===== src/rtl/tcm_dec_trb_engine.sv =====
// Traceback engine for the 4D-8PSK TCM Viterbi decoder. It reads one decision
// RAM buffer backwards and emits the decoded bits in reverse time order.
//
// Ports:
//   iclk, ireset, iclkena      clock, async active-high reset, clock enable
//   istart, iraddr_bidx,
//   isize_m1, istate           regular traceback request and its fields
//   iflush, ifraddr_bidx,
//   ifsize_m1, ifstate         flush request and its fields
//   ordy                       engine idle, a command can be accepted
//   oread, oraddr              decision RAM read strobe and {bidx, addr}
//   irdecision                 decision word, pRAM_LAT enabled clocks after oread
//   oval, osop, oeop, oflush   decoded output strobe and command tags
//   obits, ostate              decoded bits and current traceback state
module tcm_dec_trb_engine #(
    parameter int pSTATE_W    = 6,
    parameter int pDEC_W      = 2,
    parameter int pTRB_LENGTH = 64,
    parameter int pADDR_W     = 6,
    parameter int pBIDX_W     = 2,
    parameter int pRAM_LAT    = 2
) (
    input  logic                          iclk,
    input  logic                          ireset,
    input  logic                          iclkena,
    input  logic                          istart,
    input  logic [pBIDX_W-1:0]            iraddr_bidx,
    input  logic [pADDR_W-1:0]            isize_m1,
    input  logic [pSTATE_W-1:0]           istate,
    input  logic                          iflush,
    input  logic [pBIDX_W-1:0]            ifraddr_bidx,
    input  logic [pADDR_W-1:0]            ifsize_m1,
    input  logic [pSTATE_W-1:0]           ifstate,
    output logic                          ordy,
    output logic                          oread,
    output logic [pBIDX_W+pADDR_W-1:0]    oraddr,
    input  logic [(2**pSTATE_W)*pDEC_W-1:0] irdecision,
    output logic                          oval,
    output logic                          osop,
    output logic                          oeop,
    output logic                          oflush,
    output logic [pDEC_W-1:0]             obits,
    output logic [pSTATE_W-1:0]           ostate
);

    localparam int cL     = pRAM_LAT;
    localparam int cCNT_W = $clog2(pTRB_LENGTH);

    localparam logic [1:0] cIDLE  = 2'd0;
    localparam logic [1:0] cREAD  = 2'd1;
    localparam logic [1:0] cDRAIN = 2'd2;

    // control
    logic [1:0]          state_q, state_d;
    logic                ordy_q, ordy_d;
    logic [pBIDX_W-1:0]  bidx_q, bidx_d;
    logic [cCNT_W-1:0]   cnt_q, cnt_d;
    logic                ftag_q, ftag_d;
    logic                first_q, first_d;

    // read strobe, address and the tags travelling with it
    logic                oread_q, oread_d;
    logic [pBIDX_W+pADDR_W-1:0] oraddr_q, oraddr_d;
    logic                rsop_q, rsop_d;
    logic                reop_q, reop_d;
    logic                rfl_q, rfl_d;

    // read-valid shift line, mirrors the RAM latency
    logic [cL-1:0]       pv_q, pv_d;
    logic [cL-1:0]       ps_q, ps_d;
    logic [cL-1:0]       pe_q, pe_d;
    logic [cL-1:0]       pf_q, pf_d;

    // traceback data path
    logic [pSTATE_W-1:0] cur_q, cur_d;
    logic [pDEC_W-1:0]   obits_q, obits_d;
    logic                oval_q, oval_d;
    logic                osop_q, osop_d;
    logic                oeop_q, oeop_d;
    logic                oflush_q, oflush_d;

    logic                idle;
    logic                acc_s;
    logic                acc_f;
    logic                wv;
    logic [pDEC_W-1:0]   dsel;

    assign idle  = (state_q == cIDLE);
    assign acc_s = idle & istart;
    assign acc_f = idle & ~istart & iflush;
    assign wv    = pv_q[cL-1];

    // predecessor select of the current state in the returned word
    assign dsel = irdecision[int'(cur_q)*pDEC_W +: pDEC_W];

    always_comb begin
        state_d  = state_q;
        bidx_d   = bidx_q;
        cnt_d    = cnt_q;
        ftag_d   = ftag_q;
        first_d  = first_q;
        oread_d  = 1'b0;
        oraddr_d = oraddr_q;
        rsop_d   = 1'b0;
        reop_d   = 1'b0;
        rfl_d    = 1'b0;
        unique case (state_q)
            cIDLE: begin
                if (acc_s) begin
                    bidx_d  = iraddr_bidx;
                    cnt_d   = isize_m1;
                    ftag_d  = 1'b0;
                    first_d = 1'b1;
                    state_d = cREAD;
                end else if (acc_f) begin
                    bidx_d  = ifraddr_bidx;
                    cnt_d   = ifsize_m1;
                    ftag_d  = 1'b1;
                    first_d = 1'b1;
                    state_d = cREAD;
                end
            end
            cREAD: begin
                // addresses do not depend on data: one read per clock
                oread_d  = 1'b1;
                oraddr_d = {bidx_q, cnt_q};
                rsop_d   = first_q;
                reop_d   = (cnt_q == '0);
                rfl_d    = ftag_q;
                first_d  = 1'b0;
                cnt_d    = cnt_q - 1'b1;
                if (cnt_q == '0) begin
                    state_d = cDRAIN;
                end
            end
            cDRAIN: begin
                // leave as the last word is turned into the eop output
                if (wv && pe_q[cL-1]) begin
                    state_d = cIDLE;
                end
            end
            default: begin
                state_d = cIDLE;
            end
        endcase
        ordy_d = (state_d == cIDLE);
    end

    always_comb begin
        pv_d = {cL{1'b0}};
        ps_d = {cL{1'b0}};
        pe_d = {cL{1'b0}};
        pf_d = {cL{1'b0}};
        pv_d[0] = oread_q;
        ps_d[0] = rsop_q;
        pe_d[0] = reop_q;
        pf_d[0] = rfl_q;
        for (int i = 1; i < cL; i++) begin
            pv_d[i] = pv_q[i-1];
            ps_d[i] = ps_q[i-1];
            pe_d[i] = pe_q[i-1];
            pf_d[i] = pf_q[i-1];
        end
    end

    always_comb begin
        cur_d    = cur_q;
        obits_d  = obits_q;
        oval_d   = wv;
        osop_d   = wv & ps_q[cL-1];
        oeop_d   = wv & pe_q[cL-1];
        oflush_d = wv & pf_q[cL-1];
        if (acc_s) begin
            cur_d = istate;
        end else if (acc_f) begin
            cur_d = ifstate;
        end else if (wv) begin
            // decoded bits are the top of the state; shift in predecessor
            obits_d = cur_q[pSTATE_W-1 -: pDEC_W];
            cur_d   = {cur_q[pSTATE_W-pDEC_W-1:0], dsel};
        end
    end

    always_ff @(posedge iclk or posedge ireset) begin
        if (ireset) begin
            state_q  <= cIDLE;
            ordy_q   <= 1'b1;
            bidx_q   <= '0;
            cnt_q    <= '0;
            ftag_q   <= 1'b0;
            first_q  <= 1'b0;
            oread_q  <= 1'b0;
            oraddr_q <= '0;
            rsop_q   <= 1'b0;
            reop_q   <= 1'b0;
            rfl_q    <= 1'b0;
            pv_q     <= '0;
            ps_q     <= '0;
            pe_q     <= '0;
            pf_q     <= '0;
            cur_q    <= '0;
            obits_q  <= '0;
            oval_q   <= 1'b0;
            osop_q   <= 1'b0;
            oeop_q   <= 1'b0;
            oflush_q <= 1'b0;
        end else if (iclkena) begin
            state_q  <= state_d;
            ordy_q   <= ordy_d;
            bidx_q   <= bidx_d;
            cnt_q    <= cnt_d;
            ftag_q   <= ftag_d;
            first_q  <= first_d;
            oread_q  <= oread_d;
            oraddr_q <= oraddr_d;
            rsop_q   <= rsop_d;
            reop_q   <= reop_d;
            rfl_q    <= rfl_d;
            pv_q     <= pv_d;
            ps_q     <= ps_d;
            pe_q     <= pe_d;
            pf_q     <= pf_d;
            cur_q    <= cur_d;
            obits_q  <= obits_d;
            oval_q   <= oval_d;
            osop_q   <= osop_d;
            oeop_q   <= oeop_d;
            oflush_q <= oflush_d;
        end
    end

    assign ordy   = ordy_q;
    assign oread  = oread_q;
    assign oraddr = oraddr_q;
    assign oval   = oval_q;
    assign osop   = osop_q;
    assign oeop   = oeop_q;
    assign oflush = oflush_q;
    assign obits  = obits_q;
    assign ostate = cur_q;

endmodule


===== config.mk =====
export PLATFORM = sky130hd
export DESIGN_NAME = tcm_dec_trb_engine
export DESIGN_NICKNAME = d
export VERILOG_FILES = /design/src/rtl/tcm_dec_trb_engine.sv
export SDC_FILE = /design/constraint.sdc
export NUM_CORES = 1
export LEC_CHECK = 0
export ABC_CLOCK_PERIOD_IN_PS = 2550
export CELL_PAD_IN_SITES_DETAIL_PLACEMENT = 2
export CELL_PAD_IN_SITES_GLOBAL_PLACEMENT = 2
export CORE_MARGIN = 4
export CORE_UTILIZATION = 22
export DETAILED_ROUTE_END_ITERATION = 7
export PLACE_DENSITY_LB_ADDON = 0.05
export SETUP_SLACK_MARGIN = 0.4
export SYNTH_ARGS = -nofsm -noshare
export SYNTH_HDL_FRONTEND = slang
export SYNTH_SLANG_ARGS = --single-unit

===== constraint.sdc =====
create_clock -name iclk -period 2.55 [get_ports iclk]
set_input_delay 0.51 -clock iclk [delete_from_list [all_inputs] [get_ports iclk]]
set_output_delay 0.51 -clock iclk [all_outputs]
set_load 0.01 [all_outputs]

==> results.sh <==
export IMPL_final_setup_viol_count=0
export IMPL_drtIter0Drc=134
export IMPL_fin_setup_tns_ps=0
export IMPL_fin_nets=674
export IMPL_route_detailed_drc=0
export IMPL_layout_commonest_cell="clkdlybuf4s50_1"
export IMPL_leakage_uw=0.002198
export IMPL_synth_area_um2=3281
export IMPL_async_flop_share=1.000
export IMPL_max_slew_worst_pin_slew_ps=477.8
export IMPL_wirelength_mm=13.99
export IMPL_fmax_mhz=475.7
export IMPL_vias=3380
export IMPL_synth_cells=328
export IMPL_post_synth_cell_area_avg_um2=10.00
export IMPL_post_route_min_period_ps=2102
export IMPL_cap_viol_max_count=0
export IMPL_fin_util=0.3773
export IMPL_initial_core_util=0.2249
export IMPL_synth_seq_cells=45
export IMPL_overflow=0
export IMPL_clock_path_buffers=2
export IMPL_period_share=0.8244
export IMPL_fin_cells=696
export IMPL_wire_per_inst_um=20.10
export IMPL_ir_drop_uv=291.0
export IMPL_antenna_found_initial=3
export IMPL_timing_max_slew_rel_slack=0.6808
export IMPL_dp_hpwl_mm=11.96
export IMPL_pre_cts_slack_ps=95.81
export IMPL_min_from="oraddr[7]"
export IMPL_drive_above_1_share=0.1172
export IMPL_grt_pass1_wl_mm=21.40
export IMPL_design_core_area_um2=14590
export IMPL_dieWidth_um=130.1
export IMPL_area_growth_pct=67.77
export IMPL_yosysSeqAreaShare=0.3436
export IMPL_numCtsBuffers=5
export IMPL_antenna_diode_count=0
export IMPL_end_kind="flip-flop"
export IMPL_dieArea_um2=16930
export IMPL_critical_path_required_ps=2720
export IMPL_grt_use_total=0.1625
export IMPL_htree_levels=2
export IMPL_syn_nets=491
export IMPL_clock_sinks=45
export IMPL_grt_max_degree=23
export IMPL_io_buffers=182
export IMPL_hold_buffers=0
export IMPL_cp_max_fo=16
export IMPL_timing_rr_start="ostate[0]"
export IMPL_crit_path_start_kind="flip-flop"
export IMPL_synth_edff_count=0
export IMPL_core_rowCount=44
export IMPL_cts_tree="yes"
export IMPL_hold_path_endpoint="oraddr[7]"
export IMPL_dr_pass1_iters=4
export IMPL_die_h_um=130.1
export IMPL_finalMaxSlewViolations=0
export IMPL_critPathArrivalTime_ps=2270
export IMPL_placed_cells=688
export IMPL_insertion_delay_ps=290
export IMPL_io_pins=183
export IMPL_reg2reg_depth=5
export IMPL_yosysWarningCount=0
export IMPL_rsz0062_at_grt="yes"
export IMPL_crit_type="flip-flop to flip-flop"
export IMPL_viasPerCell=4.856
export IMPL_path_clk_slew_ps=70
export IMPL_holdPathStages=2
export IMPL_root_buffer="clkbuf_16"
export IMPL_final_cell_mix="clkdlybuf4s50_1, nand2_1, dfrtp_1"
export IMPL_holdCritPathClass="flip-flop to flip-flop"
export IMPL_ant_nets=0
export IMPL_setup_slack_ps=447.7
export IMPL_outcome="finished, final reports clean"
export IMPL_power_density_nw_per_um2=848.8
export IMPL_synthFlopType="dfrtp_1"
export IMPL_finalHoldViolCount=0
export IMPL_ys_types=49
export IMPL_gp_congestion=0.7706
export IMPL_reg2reg_slack_ps=450
export IMPL_fin_skew_ps=8.033
export IMPL_power_uw=4672
export IMPL_r2r_end="ostate[0]"
export IMPL_grt_pass1_vias=3921
==> area by class of cell <==
type,count,area (um2)
Fill cell,1615,9085
Multi-Input combinational cell,244,1972
Tap cell,184,230.2
Inverter,14,52.55
Clock inverter,3,25.02
Timing Repair Buffer,201,1968
Clock buffer,5,125.1
Sequential cell,45,1131
==> Yosys cell counts, drive strengths merged, types with 3 or more instances <==
cell | count | area [um2]
inv | 13 | 48.80
o22a | 3 | 26.28
and2 | 3 | 18.77
o31ai | 4 | 30.03
nand2 | 48 | 180.2
a22oi | 9 | 67.56
mux2 | 14 | 157.7
a21oi | 23 | 115.1
mux4 | 19 | 465.4
buf | 13 | 102.6
o22ai | 4 | 25.02
clkbuf | 12 | 45.04
and3 | 4 | 25.02
o21ai | 15 | 75.07
nor2b | 4 | 25.02
a22o | 6 | 52.55
mux2i | 30 | 300.3
dfrtp | 44 | 1101
o2bb2ai | 3 | 26.28
nor2 | 15 | 56.30
nand3 | 8 | 40.04
==> layer usage <==
metal,wire length (um),vias to the layer above,global-route usage
li1,-,1598,-
met1,5397,1650,0.1831
met2,7396,113,0.3027
met3,1058,13,0.05321
met4,93,6,0.02567
met5,46,-,0
==> critical path: stages, from the launching register on <==
cell      delay [ps]
dfrtp_4          610
mux4_1           600
mux2_2           280
a221oi_1         280
o21a_1           170
a21oi_1           40
==> state kept, by name (all words and copies together), names as in the netlist <==
name	cells
pf_q	2
ftag_q	1
reop_q	1
obits	2
cnt_q	6
pe_q	2
oval	1
ordy	1
rfl_q	1
pv_q	2
osop	1
oread	1
rsop_q	1
bidx_q	2
ps_q	2
oraddr	8
ostate	6
first_q	1
oflush	1
oeop	1
state_q	2
==> how the worst max path moves through the flow <==
stage          startpoint         to  slack, ps
5_1_grt         ostate[0]  ostate[0]        360
6_report        ostate[0]  ostate[0]        450
3_3_place_gp       istart  ostate[0]        130
2_1_floorplan   ostate[0]  ostate[0]        570
4_1_cts            istart  ostate[0]        420
3_5_place_dp       istart  ostate[0]        100
==> per-stage QoR <==
step | hold slack, ps | cell area [um2]
6_report | 479.6 | 5504
5_1_grt | 509.4 | 5504
2_1_floorplan | 439.5 | 3281
3_5_place_dp | 473.2 | 5334
3_3_place_gp | 461.2 | 5334
4_1_cts | 491.1 | 5487
==> where the power goes <==
part	leakage (uW)	switching (uW)	internal (uW)
clock network	0.0000704	299	369
logic	0.00158	1240	1440
registers	0.000549	318	1010
total	0.00220	1860	2810
==> timing repair <==
item,4_1_cts,5_1_grt
resized for setup,1,5
endpoints found under the setup margin,2,10
buffers inserted,0,0
==> logic make-up after synthesis <==
kind of cell,Yosys count,share of synthesized area
simple gates,94,0.1350
buf+inv,39,0.06102
compound gates,85,0.1712
flops,45,0.3436
fa+ha+maj,2,0.007627
mux,63,0.2815
Note: power is estimated with default switching activity, not from simulation.
